$ cat src/rtl/fetch_stage.sv
// Instruction-fetch stage: drives the PC's next address, fetches over a
// variable-latency req/ack interface and loads the IF/ID pipeline register.
module fetch_stage #(
    parameter logic [31:0] PC_INCR   = 32'd4,
    parameter logic [31:0] NOP_INSTR = 32'h0000_0000
) (
    input  logic        Clk,
    input  logic        Reset,
    input  logic [31:0] PCResult,
    output logic [31:0] NextAddress,
    output logic        ImemReq,
    output logic [31:0] ImemAddr,
    input  logic        ImemAck,
    input  logic [31:0] ImemData,
    input  logic        Stall,
    input  logic        Redirect,
    input  logic [31:0] RedirectTarget,
    output logic [31:0] IfIdInstruction,
    output logic [31:0] IfIdPCPlus4,
    output logic        IfIdValid
);

    typedef enum logic [1:0] {
        ISSUE,
        REQ,
        HOLD
    } state_t;

    state_t      state, state_next;
    logic        squash, squash_next;
    logic [31:0] buf_instr, buf_instr_next;
    logic [31:0] buf_pc4, buf_pc4_next;
    logic        req_next;
    logic [31:0] addr_next;
    logic [31:0] ifid_instr_next, ifid_pc4_next;
    logic        ifid_valid_next;

    logic        accept;
    logic [31:0] seq_addr;
    logic        load;
    logic [31:0] load_instr, load_pc4;

    assign accept   = (state == REQ) && ImemAck;
    assign seq_addr = ImemAddr + PC_INCR;

    // The PC register has no enable: feeding PCResult back is how it stalls.
    always_comb begin
        if (Reset) begin
            NextAddress = '0;
        end else if (Redirect) begin
            NextAddress = RedirectTarget;
        end else if (accept && !squash) begin
            NextAddress = seq_addr;
        end else begin
            NextAddress = PCResult;
        end
    end

    always_comb begin
        state_next     = state;
        squash_next    = squash;
        buf_instr_next = buf_instr;
        buf_pc4_next   = buf_pc4;
        req_next       = ImemReq;
        addr_next      = ImemAddr;
        load           = 1'b0;
        load_instr     = ImemData;
        load_pc4       = seq_addr;

        unique case (state)
            ISSUE: begin
                if (!Redirect) begin
                    addr_next  = PCResult;
                    req_next   = 1'b1;
                    state_next = REQ;
                end
            end
            REQ: begin
                if (ImemAck) begin
                    if (squash || Redirect) begin
                        squash_next = 1'b0;
                        req_next    = 1'b0;
                        state_next  = ISSUE;
                    end else if (Stall) begin
                        // PC already advanced; park the word until ID frees up.
                        buf_instr_next = ImemData;
                        buf_pc4_next   = seq_addr;
                        req_next       = 1'b0;
                        state_next     = HOLD;
                    end else begin
                        load      = 1'b1;
                        addr_next = seq_addr;
                    end
                end else if (Redirect) begin
                    squash_next = 1'b1;
                end
            end
            HOLD: begin
                if (Redirect) begin
                    state_next = ISSUE;
                end else if (!Stall) begin
                    load       = 1'b1;
                    load_instr = buf_instr;
                    load_pc4   = buf_pc4;
                    addr_next  = PCResult;
                    req_next   = 1'b1;
                    state_next = REQ;
                end
            end
            default: begin
                state_next = ISSUE;
                req_next   = 1'b0;
            end
        endcase

        ifid_instr_next = IfIdInstruction;
        ifid_pc4_next   = IfIdPCPlus4;
        ifid_valid_next = IfIdValid;
        if (Redirect) begin
            ifid_instr_next = NOP_INSTR;
            ifid_valid_next = 1'b0;
        end else if (load) begin
            ifid_instr_next = load_instr;
            ifid_pc4_next   = load_pc4;
            ifid_valid_next = 1'b1;
        end else if (!Stall) begin
            ifid_instr_next = NOP_INSTR;
            ifid_valid_next = 1'b0;
        end
    end

    always_ff @(posedge Clk) begin
        if (Reset) begin
            state           <= ISSUE;
            squash          <= 1'b0;
            buf_instr       <= NOP_INSTR;
            buf_pc4         <= '0;
            ImemReq         <= 1'b0;
            ImemAddr        <= '0;
            IfIdInstruction <= NOP_INSTR;
            IfIdPCPlus4     <= '0;
            IfIdValid       <= 1'b0;
        end else begin
            state           <= state_next;
            squash          <= squash_next;
            buf_instr       <= buf_instr_next;
            buf_pc4         <= buf_pc4_next;
            ImemReq         <= req_next;
            ImemAddr        <= addr_next;
            IfIdInstruction <= ifid_instr_next;
            IfIdPCPlus4     <= ifid_pc4_next;
            IfIdValid       <= ifid_valid_next;
        end
    end

endmodule

$ cat config.mk
export PLATFORM = sky130hd
export DESIGN_NAME = fetch_stage
export DESIGN_NICKNAME = d
export VERILOG_FILES = /design/src/rtl/fetch_stage.sv
export SDC_FILE = /design/constraint.sdc
export NUM_CORES = 1
export LEC_CHECK = 0
export CAP_MARGIN = 15
export CELL_PAD_IN_SITES_DETAIL_PLACEMENT = 1
export CELL_PAD_IN_SITES_GLOBAL_PLACEMENT = 2
export CORE_ASPECT_RATIO = 0.5
export CORE_MARGIN = 3
export CORE_UTILIZATION = 27
export CTS_CLUSTER_SIZE = 10
export DETAILED_ROUTE_END_ITERATION = 10
export GPL_ROUTABILITY_DRIVEN = 1
export PLACE_DENSITY = 0.77
export REMOVE_ABC_BUFFERS = 1
export SLEW_MARGIN = 25
export SYNTH_ARGS = -nofsm -noshare
export SYNTH_HDL_FRONTEND = slang
export SYNTH_SLANG_ARGS = --single-unit
$ cat constraint.sdc
create_clock -name Clk -period 3.1 [get_ports Clk]
set_input_delay 0.62 -clock Clk [delete_from_list [all_inputs] [get_ports Clk]]
set_output_delay 0.62 -clock Clk [all_outputs]
set_load 0.1 [all_outputs]
=== Yosys cells after proc, flatten, opt, wreduce, memory -nomap -nowiden ===
Index checks and enable logic that the tools add are counted.
W data, S select, Z words.

* Bitwise gates (word level): 2
* Multiplexer cells: 40
* Equal/unequal tests: 12
* Reduce and logical (&&, ||, !) cells: 14
* Add/sub/neg operators: 1

{| class="wikitable"
|+ Operator list
! cell !! count
|-
| $mux W32 || 15
|-
| $pmux W32 S3 || 1
|-
| $add A32 B3 Y32 const B || 1
|-
| $mux W1 || 15
|-
| $mux W2 || 6
|-
| $ne A2 B2 Y1 const B || 6
|-
| $reduce_and A7 Y1 || 1
|-
| $pmux W2 S3 || 1
|-
| $reduce_and A3 Y1 || 2
|-
| $reduce_and A5 Y1 || 1
|-
| $ne A2 B1 Y1 const B || 2
|-
| $reduce_and A4 Y1 || 1
|-
| $ne A3 B2 Y1 const B || 1
|-
| $ne A3 B3 Y1 const B || 1
|-
| $pmux W1 S3 || 1
|-
| $reduce_bool A3 Y1 || 1
|-
| $eq A2 B1 Y1 const B || 1
|-
| $eq A2 B2 Y1 const B || 1
|-
| $logic_and A1 B1 Y1 || 2
|-
| $logic_not A2 Y1 || 1
|-
| $not A1 Y1 || 2
|-
| $pmux W1 S2 || 1
|-
| $reduce_and A2 Y1 || 1
|-
| $reduce_bool A2 Y1 || 1
|-
| 3 further kinds || 3
|}

* Input port bits: 101
* Output and inout port bits: 130
* Register bits: 165
* Logic and storage cells: 78

=== Depth between registers and ports, before layout ===
Gate-level depths: netlist of run 1.

* Depth after elaboration: 6
* Depth in mapped cells: 10
* Depth with buffers taken out: 7

=== Worst setup path before layout of run 1 ===
OpenSTA, ideal clock, no wires.

* Kind: register to output
* Start: register ImemAddr[13]
* End: output port NextAddress[25]
* Arrival time: 4.768 ns
* Stages on the path, launching flop included: 7
* Data required time: 2.480 ns
* Slack: -2.288 ns
* Path buffers: 1
* Cells stage by stage: dfxtp_1 nand4_2 or4_4 buf_6 or4_4 xnor2_1 o21ai_0

* Longest elaborated chain between the ends: 4

{| class="wikitable"
|+ RTL lines
! element !! RTL line !! RTL
|-
| start, declared || 12 || <nowiki>output logic [31:0] ImemAddr,</nowiki>
|-
| start signal, assigned || 149 || <nowiki>ImemAddr <= addr_next;</nowiki>
|-
| $add A32 B3 Y32 || 44 || <nowiki>assign seq_addr = ImemAddr + PC_INCR;</nowiki>
|-
| $mux W32 || 52 || <nowiki>end else if (accept && !squash) begin</nowiki>
|-
| $mux W32 || 50 || <nowiki>end else if (Redirect) begin</nowiki>
|-
| $mux W32 || 48 || <nowiki>if (Reset) begin</nowiki>
|-
| end, declared || 10 || <nowiki>output logic [31:0] NextAddress,</nowiki>
|}

No other way between the ends.

=== Worst setup path in the final report of run 1 ===
* Start: register ImemAddr[16]
* End: output port NextAddress[25]

The elaborated chain is that of the path after synthesis.

==> run metrics, run 1 <==
CTS tree built; dpl cell area between 10000 and 15000 µm²; Power Density 617.6 nW/µm²; Std-Cell Rows 44; static leakage between 4 and 5 nW; clock-pin transition on the worst setup and hold timing paths approximately 0.070 ns; CP max FO 5; Max-slew headroom 0.5566; CTS buffer count 17; synth unique cells 57; first-pass GRT wire length 54.28 mm; Clock Tree Root clkbuf_16; RSZ-0062 raised after global routing yes; Seq/Total Area, Yosys 0.4035; hpwl dp 24.68 mm; GP Congestion between 0.8 and 0.9; Final Hold Slack 0.4564 ns; Max Freq 318.0 MHz; DR vias 9027; violated checks negative setup slack; Post-synth EDFFs 0; Ys Warns 0; fin crit period around 3.1 ns; status complete, but fails checks; vias in the first global route 9293; crit end category output port; final cell count without fillers 1738; die height 129.1 µm; Worst EP required 2.48 ns; DRC viols 0; final setup margin -0.04467 ns; Die W 252.2 µm; GR Overflow Total 0; Syn Area/Cell 7.523 µm²; initial drt markers 522; initial antenna violation count 2; worst-skew pair later-pin latency 0.45 ns; Final Cycle Share 1.014; Crit-path slowest cell or4_4; Final nets approximately 1400; design area 12450 µm²; Final ANT Viol Nets 0; vias per cell 5.194; crit path kind register to output port; H-tree Lvls 4; dpl cells 1687; Worst path most repeated cell or4_4; worst path arrival time about 2.5 ns; Setup crit start kind register; worst-margin pin slew 0.6652 ns; DP Worst Slack 0.002941 ns; VDD IR max 376.8 µV; # IOs 231; Hold WC Path Type register to register; final wirelength 35.48 mm; Clock Sinks 165; FFs w/ async S/R, synth 0; initial core utilization 0.2784; # setup viols final 2; Top FF cell, synth dfxtp_1; Bufs on Longest Clock Path 2; Syn-to-layout area delta 52.14%; routed wire length per instance 20.42 µm; Final Power 0.007691 W; final hold vios 0; # fillers 3484; drt pass-1 iters 4; cell count after synthesis about 1100; max-slew violations 0; Post-Syn Area 8185 µm²; Core Box Area 29400 µm²; r2r setup slk 0.61 ns; DIE AREA 32570 µm²; IO buf count 230; slowest stage delay, CP 0.58 ns; critical path cell sequence nand4_1, or4_4, or4_4, xnor2_4, o21ai_2, buf_12; worst clock skew 0.01039 ns; layout cells sized above 1 0.2431; Tot GR Track Use 0.2127; Max-Cap Viols 0; largest net degree at the start of global routing 51; Synth Register Bits approximately 170
[Yosys cell counts, types with 4 or more instances]
cell type | n | area share
dfxtp_1 | 165 | 0.40
nor2_1 | 157 | 0.072
nand2_1 | 150 | 0.069
a21oi_1 | 140 | 0.086
clkbuf_1 | 78 | 0.036
o21ai_0 | 54 | 0.033
a211oi_1 | 31 | 0.028
a22oi_1 | 26 | 0.024
nand3_1 | 26 | 0.016
nor2b_1 | 18 | 0.014
nor3_1 | 17 | 0.010
xnor2_1 | 17 | 0.018
buf_1 | 15 | 0.0069
nor4b_1 | 15 | 0.016
a31oi_1 | 14 | 0.011
inv_1 | 14 | 0.0064
a21o_1 | 12 | 0.011
and4_1 | 10 | 0.011
xor2_1 | 10 | 0.011
a211o_1 | 9 | 0.0096
nand4_1 | 9 | 0.0069
nor4_1 | 9 | 0.0069
o32ai_1 | 9 | 0.0096
ha_1 | 6 | 0.0092
o211ai_1 | 6 | 0.0055
o221ai_1 | 6 | 0.0064
a221oi_1 | 5 | 0.0053
nand2b_1 | 5 | 0.0038
o31a_1 | 5 | 0.0053
a2bb2oi_1 | 4 | 0.0043
mux2i_1 | 4 | 0.0049
[report_power, final]
group	internal [W]	switching (W)
logic	0.000986	0.00210
registers	0.00227	0.000131
clock network	0.00126	0.000953
[stage by stage]
step	util	TNS, ns
floorplan	-	-239.44
global placement	0.3864	0
detailed placement	0.3864	0
CTS	0.4130	-0.06984
global route	0.4236	-0.5311
finish	0.4236	-0.07762
[state kept, by name, summed over array words and instances (netlist names)]
register and flops:
squash 1, IfIdInstruction 32, state 2, buf_instr 32, buf_pc4 32, IfIdValid 1, ImemAddr 32, ImemReq 1
IfIdPCPlus4 32
[final cells by class]
type	count	area, µm²	area share
Multi-Input combinational cell	810	4753	0.3817
Sequential cell	165	3321	0.2667
Timing Repair Buffer	321	3224	0.2589
Tap cell	391	489.2	0.03928
Clock buffer	22	474.2	0.03808
Clock inverter	10	122.6	0.009846
Inverter	17	63.81	0.005124
Antenna cell	2	5.005	0.0004019
[path summary, 6_finish.rpt]
check | start | to | cells past startpoint
min | IfIdPCPlus4[15] | IfIdPCPlus4[15] | 2
max reg2reg | state[0] | ImemAddr[23] | 7
min reg2reg | IfIdPCPlus4[15] | IfIdPCPlus4[15] | 2
max | ImemAddr[16] | NextAddress[25] | 6
[logic make-up after synthesis]
logic type                 share of synthesized area
AOI/OAI and AO/OA                             0.2553
muxes                                       0.004892
xor gates and xnor gates                     0.02889
buffers and inverters                        0.05304
DFF                                           0.4035
and+or+nand+nor                               0.2452
adders and majority gates                   0.009171
[routing by layer]
metal / vias up / routed length, µm / track usage
met1: 4507 / 16230 / 0.2719
li1: 4335 / - / -
met2: 136 / 17450 / 0.3659
met4: 0 / 954 / 0.08260
met5: - / 0 / 0
met3: 49 / 854 / 0.03209
[critical path, delay by kind of cell, from the launching register on]
family	cells	cell delay (ns)
flops	1	0.35
buf+inv	1	0.19
xor+xnor	1	0.16
simple gates	3	1.19
compound gates	1	0.19
[repair_timing]
action                     in CTS  in global routing
pin swaps                       7                 16
hold buffers                    0                  0
resized for setup              44                 41
cloned                          0                  2
setup buffers                   5                 10
setup endpoints to repair      21                 26
[layout by cell type, fill, tap and decap left out, drive strengths merged, types with 26 or more instances in the layout]
cell type / count
clkdlybuf4s50: 97
a21oi: 140
nor2: 157
a211oi: 31
dfxtp: 165
o21ai: 54
buf: 220
nand2: 150
nand3: 27
clkbuf: 26
a22oi: 26
(Power assumes the default switching activity.)
==> run 2: changes to the inputs <==
--- a/config.mk
+++ b/config.mk
@@ -8,7 +8,7 @@
 export CAP_MARGIN = 15
 export CELL_PAD_IN_SITES_DETAIL_PLACEMENT = 1
 export CELL_PAD_IN_SITES_GLOBAL_PLACEMENT = 2
-export CORE_ASPECT_RATIO = 0.5
+export CORE_ASPECT_RATIO = 1.25
 export CORE_MARGIN = 3
 export CORE_UTILIZATION = 27
 export CTS_CLUSTER_SIZE = 10
==> constraint.sdc (replaced) <==
create_clock -name Clk -period 3.1 [get_ports Clk]
set_input_delay 0.62 -clock Clk [delete_from_list [all_inputs] [get_ports Clk]]
set_output_delay 0.62 -clock Clk [all_outputs]
set_load 0.01 [all_outputs]
==> run metrics, run 2 (synthesis gave the netlist of run 1 again) <==
status complete, but fails checks; violated checks negative setup slack; Reg-to-Reg End ImemAddr[23]; largest net degree at the start of global routing 55; worst path arrival time roughly 2.5 ns; routed wire length per instance 19.36 µm; static leakage 4.558 nW; Tot GR Track Use 0.2039; Setup crit start kind register; r2r worst-path depth 7; Worst EP required ~2.5 ns; Final Power 0.006739 W; GP Congestion 0.8048; drt pass-1 iters 5; DR vias 8965; # fillers 3622; final core occ 0.4204; final cell count without fillers 1759; Clock Tree Root clkbuf_16; Max-slew headroom 0.5281; final wirelength about 34 mm; layout cells sized above 1 0.1637; crit path capture NextAddress[25]; beginning of the critical path ImemAddr[2]; Final Cycle Share 1.007; final hold vios 0; DIE AREA roughly 32000 µm²; Hold WC Path Type register to register; CP max FO 3; Core Box Area 29600 µm²; Power Density around 540 nW/µm²; hpwl dp 23.62 mm; initial core utilization 0.2765; CTS tree built; Clock Sinks 165; critical path cell sequence nand4_1, or4_4, or4_4, xnor2_2, o21ai_1, buf_2; Hold-fix buffers, CTS 0; GR Overflow Total 0; RR Startpoint state[0]; slowest stage delay, CP 0.60 ns; clock-pin transition on the worst setup and hold timing paths 0.06 ns; initial antenna violation count 1; r2r setup slk 0.58 ns; initial drt markers 386; worst-skew pair later-pin latency about 0.44 ns; final setup margin -0.02059 ns; Std-Cell Rows 70; # setup viols final 1; max-slew violations 0; fin crit period 3.121 ns; most frequent cells in the layout clkdlybuf4s50_1, dfxtp_1, nor2_1, nand2_1, a21oi_1; CTS buffer count 17; Max Freq 320.5 MHz; Worst path most repeated cell or4_4; IO buf count 230; Final nets 1456; crit path kind register to output port; commonest non-fill, non-tap cell in the layout clkdlybuf4s50_1; Final ANT Viol Nets 0; worst clock skew 0.01767 ns; Max-Cap Viols 0; first-pass GRT wire length 52.92 mm; worst-margin pin slew slightly above 0.7 ns; H-tree Lvls 4; RSZ-0062 raised after global routing yes; die height 200.7 µm; # IOs 231; Crit-path slowest cell or4_4; VDD IR max 251.0 µV; Die W 161.7 µm; DRC viols 0; vias in the first global route 9141; Bufs on Longest Clock Path 2; Syn-to-layout area delta 52.05%; crit end category output port; vias per cell just over 5; dpl cells between 1500 and 2000
run 2: report_power, final:
group | internal, W | total, W | switching (W) | leakage (nW)
logic | 0.000942 | 0.00206 | 0.00112 | 2.91
registers | 0.00227 | 0.00239 | 0.000123 | 1.34
clock network | 0.00133 | 0.00229 | 0.000961 | 0.306
total | 0.00453 | 0.00674 | 0.00221 | 4.56
run 2: repair_timing:
| item | 4_1_cts | 5_1_grt |
|---|---|---|
| pin swaps | 11 | 15 |
| buffers inserted | 9 | 12 |
| endpoints found under the setup margin | 32 | 20 |
| resized for setup | 82 | 52 |
run 2: how the worst min path moves through the flow:
stage / cells past startpoint / start / slack, ns / end
after floorplan: 2 / buf_instr[0] / 0.43 / buf_instr[0]
after global placement: 2 / IfIdPCPlus4[9] / 0.44 / IfIdPCPlus4[9]
after detailed placement: 2 / buf_instr[31] / 0.45 / buf_instr[31]
after CTS: 2 / buf_instr[31] / 0.46 / buf_instr[31]
after global routing: 2 / buf_instr[28] / 0.47 / buf_instr[28]
final: 2 / buf_instr[16] / 0.46 / buf_instr[16]
run 2: area by class of cell:
class	count	area [µm²]	share of cell area
Timing Repair Buffer	338	3168	0.2545
Inverter	17	63.81	0.005127
Multi-Input combinational cell	810	4780	0.3840
Tap cell	396	495.5	0.03981
Clock inverter	13	167.7	0.01347
Clock buffer	19	452.9	0.03639
Sequential cell	165	3316	0.2664
Antenna cell	1	2.502	0.0002011
run 2: worst max-delay path, delay by kind of cell (launching register included):
kind	cells	cell delay, ns
buffers and inverters	1	0.15
AO/OA/AOI/OAI	1	0.12
flip-flops	1	0.35
AND/OR/NAND/NOR	3	1.29
XOR/XNOR	1	0.17
run 2: per-stage QoR:
step,setup slack (ns),setup TNS [ns],hold slack (ns),area (µm²)
3_5_place_dp,-0.1575,-2.714,0.4482,11380
5_1_grt,-0.1158,-0.2878,0.4744,12440
2_1_floorplan,-1.987,-196.33,0.4300,7815
3_3_place_gp,-0.1592,-2.247,0.4386,11380
4_1_cts,-0.08808,-0.1428,0.4581,12220
6_report,-0.02059,-0.02059,0.4552,12450
run 2: layer usage:
metal / part of all wire / track usage / vias to the layer above
met3: 0.048 / 0.04293 / 28
li1: - / - / 4373
met4: 0.017 / 0.05059 / 2
met2: 0.49 / 0.3535 / 186
met5: 0.00038 / 0 / -
met1: 0.45 / 0.2579 / 4376
